`config.mk`:
```
export PLATFORM = sky130hd
export DESIGN_NAME = load_store_unit
export DESIGN_NICKNAME = d
export VERILOG_FILES = /design/src/rtl/load_store_unit.sv
export SDC_FILE = /design/constraint.sdc
export NUM_CORES = 1
export LEC_CHECK = 0
export BUFFER_PORTS_ARGS = -buffer_cell sky130_fd_sc_hd__buf_2
export CORE_UTILIZATION = 43
export CTS_CLUSTER_DIAMETER = 50
export DETAILED_ROUTE_END_ITERATION = 8
export PLACE_DENSITY = 0.84
export SETUP_SLACK_MARGIN = 0.1
export SLEW_MARGIN = 10
export SYNTH_ARGS = -nofsm -noshare
export SYNTH_HDL_FRONTEND = slang
export SYNTH_SLANG_ARGS = --single-unit
```
`constraint.sdc`:
```
create_clock -name clk -period 1.6 [get_ports clk]
set_clock_uncertainty 0.1 [all_clocks]
set_input_delay 0.08 -clock clk [delete_from_list [all_inputs] [get_ports clk]]
set_output_delay 0.08 -clock clk [all_outputs]
set_load 0.01 [all_outputs]
```
`src/rtl/load_store_unit.sv`:
```
// Load/store unit: accepts one memory access at a time from the pipeline,
// drives the data memory for WAIT cycles, then returns a one-cycle response.
//
// Ports:
//   clk, reset          clock, synchronous active-high reset
//   req_*               request handshake from the pipeline (valid/ready)
//   resp_valid/data     one-cycle completion pulse, load data or stored data
//   stall               combinational req_valid && !req_ready
//   mem_*               data memory interface (read data is combinational)
//
// Optional feature: define LSU_STORE_FWD_EN to add a one-entry store
// forwarding buffer that lets a load to the last stored address skip ACCESS.
module load_store_unit #(
    parameter int unsigned W    = 3,
    parameter int unsigned WAIT = 1
) (
    input  logic       clk,
    input  logic       reset,
    input  logic       req_valid,
    input  logic       req_write,
    input  logic [W:0] req_addr,
    input  logic [W:0] req_wdata,
    output logic       req_ready,
    output logic       resp_valid,
    output logic [W:0] resp_data,
    output logic       stall,
    output logic [W:0] mem_address,
    output logic [W:0] mem_write_data,
    output logic       mem_control_write,
    input  logic [W:0] mem_read_data
);

    localparam int unsigned CNT_W = 4;

    typedef enum logic [1:0] {
        IDLE   = 2'd0,
        ACCESS = 2'd1,
        RESP   = 2'd2
    } state_t;

    state_t             state;
    logic [CNT_W-1:0]   wait_cnt;
    logic               op_write;
    logic               accept;
    logic               start_access;

    assign accept = req_valid && req_ready;
    assign stall  = req_valid && !req_ready;

`ifdef LSU_STORE_FWD_EN
    logic       fwd_valid;
    logic [W:0] fwd_addr;
    logic [W:0] fwd_data;
    logic       fwd_hit;

    // A load matching the last recorded store is answered from the buffer.
    assign fwd_hit      = accept && !req_write && fwd_valid && (fwd_addr == req_addr);
    assign start_access = accept && !fwd_hit;
`else
    assign start_access = accept;
`endif

    // Control FSM with registered outputs; mem_address/mem_write_data double
    // as the latched request address and data.
    always_ff @(posedge clk) begin
        if (reset) begin
            state             <= IDLE;
            wait_cnt          <= '0;
            op_write          <= 1'b0;
            req_ready         <= 1'b1;
            resp_valid        <= 1'b0;
            resp_data         <= '0;
            mem_address       <= '0;
            mem_write_data    <= '0;
            mem_control_write <= 1'b0;
`ifdef LSU_STORE_FWD_EN
            fwd_valid         <= 1'b0;
            fwd_addr          <= '0;
            fwd_data          <= '0;
`endif
        end else begin
            resp_valid <= 1'b0;
            unique case (state)
                IDLE, RESP: begin
                    if (start_access) begin
                        state             <= ACCESS;
                        wait_cnt          <= CNT_W'(WAIT);
                        op_write          <= req_write;
                        mem_address       <= req_addr;
                        mem_write_data    <= req_wdata;
                        mem_control_write <= req_write;
                        req_ready         <= 1'b0;
                    end
`ifdef LSU_STORE_FWD_EN
                    else if (fwd_hit) begin
                        state      <= RESP;
                        resp_valid <= 1'b1;
                        resp_data  <= fwd_data;
                        req_ready  <= 1'b1;
                    end
`endif
                    else begin
                        state     <= IDLE;
                        req_ready <= 1'b1;
                    end
                end
                ACCESS: begin
                    // Final ACCESS cycle: capture the result and finish.
                    if (wait_cnt <= CNT_W'(1)) begin
                        state             <= RESP;
                        wait_cnt          <= '0;
                        resp_valid        <= 1'b1;
                        resp_data         <= op_write ? mem_write_data : mem_read_data;
                        mem_control_write <= 1'b0;
                        req_ready         <= 1'b1;
                    end else begin
                        wait_cnt <= wait_cnt - CNT_W'(1);
                    end
                end
                default: begin
                    state     <= IDLE;
                    req_ready <= 1'b1;
                end
            endcase
`ifdef LSU_STORE_FWD_EN
            // Every accepted store refreshes the forwarding entry.
            if (accept && req_write) begin
                fwd_valid <= 1'b1;
                fwd_addr  <= req_addr;
                fwd_data  <= req_wdata;
            end
`endif
        end
    end

endmodule

```
==> qor.yml <==
outcome: "completed"
insertion_delay_ns: 0.31
period_needed_ns: 1.461
required_ns: 1.74
layout_commonest_cell: "buf_2"
path_max_fanout: 7
root_buffer: "clkbuf_4"
end_kind: "flop"
path_cells: "inv_1, ha_2, or2_4, a211o_1, a21oi_1"
p_clk_share_pct: 31.4
cellInternalPower_mw: 0.9848
htree_levels: 1
area_delta_synth_final_pct: 35.25
syn_area_sq_um: 937.1
power_density_nw_per_um2: 1066
fmax_mhz: 684.7
hold_slack_ns: 0.008824
synth_top_cell_by_area: "dfxtp_1"
vias_per_cell: 5.327
grt_pass1_wl_microns: 3594
slew_headroom_pct: 66.73
p_seq_share_pct: 46.6
ys_ff_latch: 22
leakage_nw: 0.5322
io_buffers: 31
n_fill_cell: 168
firstDrtPassIters: 4
drive_gt1_share_pct: 31.94
overflow: 0
sw_frac_of_total_pct: 27.08
ys_top_cells_by_area: "dfxtp_1 (47%), nand2_1 (7.2%), a21oi_1 (6.9%)"
cts_tree: "built"
hpwl_microns: 1475
post-route-period-util_pct: 91.28
rows: 16
power_switching_mw: 0.3658
final_cells: 171
ant_nets: 0
netlist.area_leader.share_pct: 47.00
yosysWarnings: 0
drc_errors: 0
ir_drop_mv: 0.7394
cp.arrival_ns: 1.60
rsz0062_at_grt: "true"
tightest_slew_ns: 0.4975
syn_nets: 122
cts_made_buffers: 3
hp-class: "in -> reg"
combPwrFrac_pct: 22.0
place_congestion: 0.6880
crit_family: "compound AO/OA/AOI/OAI gates"
synthCells: 104
die_w_microns: 48.69
core-area_sq_um: 2002
cp_slowest_cell: "dfxtp_4"
final_cell_mix: "buf_2 (31), dfxtp_1 (20), nand2_1 (18)"
routedWlPerCell_microns: 13.54
cts_sinks: 22
setup_viol: 0
finalHoldViolations: 0
fp.dieH_microns: 48.69
slowest_delay_ns: 0.39
start_util_pct: 46.81
path_clk_slew_ns: 0.13
num_antenna_cells: 0
die_area_sq_um: 2370
setup_tns_ns: 0
grt_util_all_layers_pct: 19.12
final_util_pct: 63.31
wl_microns: 2315
io_pins: 32
dr.first_iter.drc_count: 9
dp_cells: 156
crit_buf_inv: 1
ys_seq_area_share_pct: 47.00
grt_pass1_vias: 837
slew_violations: 0
power_mw: 1.351
drv_cap: 0
fin_nets: 163
grt_max_degree: 22
synth_cell_types: 29
vias: 911
syn_avg_cell_area_sq_um: 9.011
cp-start-kind: "flop"
antenna_found_initial: 0
clock_tree.buffer_depth: 2
crit_type: "reg -> reg"
cell families (layout without fill, tap and decap cells):
kind of cell / count (synthesis) / count (layout) / synth area share [%]
xor+xnor: 1 / 1 / 0.9348
flops: 22 / 22 / 47.00
fa+ha+maj: 2 / 2 / 2.670
buf+inv: 10 / 50 / 5.206
compound gates: 29 / 29 / 20.43
mux: 4 / 4 / 4.273
simple gates: 36 / 36 / 19.49
worst reg2reg max path: stages (launching register included):
cell,delay [ns]
dfxtp_4,0.39
inv_1,0.05
ha_2,0.19
or2_4,0.26
a211o_1,0.29
a21oi_1,0.11
metal layers:
metal	up-vias	part of all wire (%)	track usage (%)
met4	0	1.7	4.412
met3	4	6.8	2.516
met2	49	50	35.42
met5	-	0	0
li1	449	-	-
met1	409	42	23.14
registers in the layout, summed over array words and instances (netlist names):
signal / cells
op_write: 1
resp_valid: 1
wait_cnt: 4
mem_control_write: 1
mem_write_data: 4
mem_address: 4
resp_data: 4
state: 2
req_ready: 1
area by class of cell:
cell class,instances,area (sq um),share of cell area [%]
Clock buffer,3,22.52,1.777
Clock inverter,1,30.03,2.369
Inverter,2,7.507,0.5923
Multi-Input combinational cell,72,452.9,35.74
Sequential cell,22,445.4,35.14
Tap cell,27,33.78,2.665
Timing Repair Buffer,44,275.3,21.72
power groups by stage:
stage / sequential (mW) / combinational, mW / clock, mW
6_report: 0.629 / 0.297 / 0.424
4_1_cts: 0.631 / 0.282 / 0.426
3_5_place_dp: 0.643 / 0.260 / 0
2_1_floorplan: 0.649 / 0.171 / 0
5_1_grt: 0.636 / 0.326 / 0.444
3_3_place_gp: 0.639 / 0.250 / 0
synth_stat cells:
cell type  number
o21bai_1        1
inv_1           2
nor4_1          2
nor2_1          3
ha_1            2
o41ai_1         1
a311o_1         1
o311ai_1        1
nand2_1        18
nand2b_1        1
nor2b_1         2
a21oi_1        13
or2_1           2
a211oi_1        5
nor3_1          2
nor3_2          1
nand3_1         1
xor2_1          1
nand3b_1        3
a2111oi_2       1
a31oi_1         4
buf_2           3
buf_6           1
clkbuf_1        4
mux2i_1         4
o21ai_1         1
a211o_1         1
and3b_4         1
dfxtp_1        22
through the flow:
stage                     instance area (sq um)  setup WS [ns]
after global routing                       1267        0.06967
after floorplan                           942.2         0.1382
final                                      1267         0.1395
after global placement                     1105         0.1380
after CTS                                  1252         0.1264
after detailed placement                   1105        0.09864
path summary, 6_finish.rpt:
| path | startpoint | endpoint | slack [ns] | depth (start not counted) |
|---|---|---|---|---|
| worst max-delay path | wait_cnt[0] | wait_cnt[1] | 0.14 | 5 |
| worst min-delay path | mem_read_data[1] | resp_data[1] | 0.009 | 3 |
| worst max register to register | wait_cnt[0] | wait_cnt[1] | 0.14 | 5 |
| worst min register to register | mem_address[1] | mem_address[1] | 0.37 | 2 |
timing repair:
item	4_1_cts	5_1_grt
hold buffers	9	0
resized for setup	2	0
setup endpoints to repair	3	7
endpoints found under the hold margin	10	0
buffers inserted	0	2
pin swaps	0	1
gates cloned	0	0
Power figures use the tool's default switching activity.
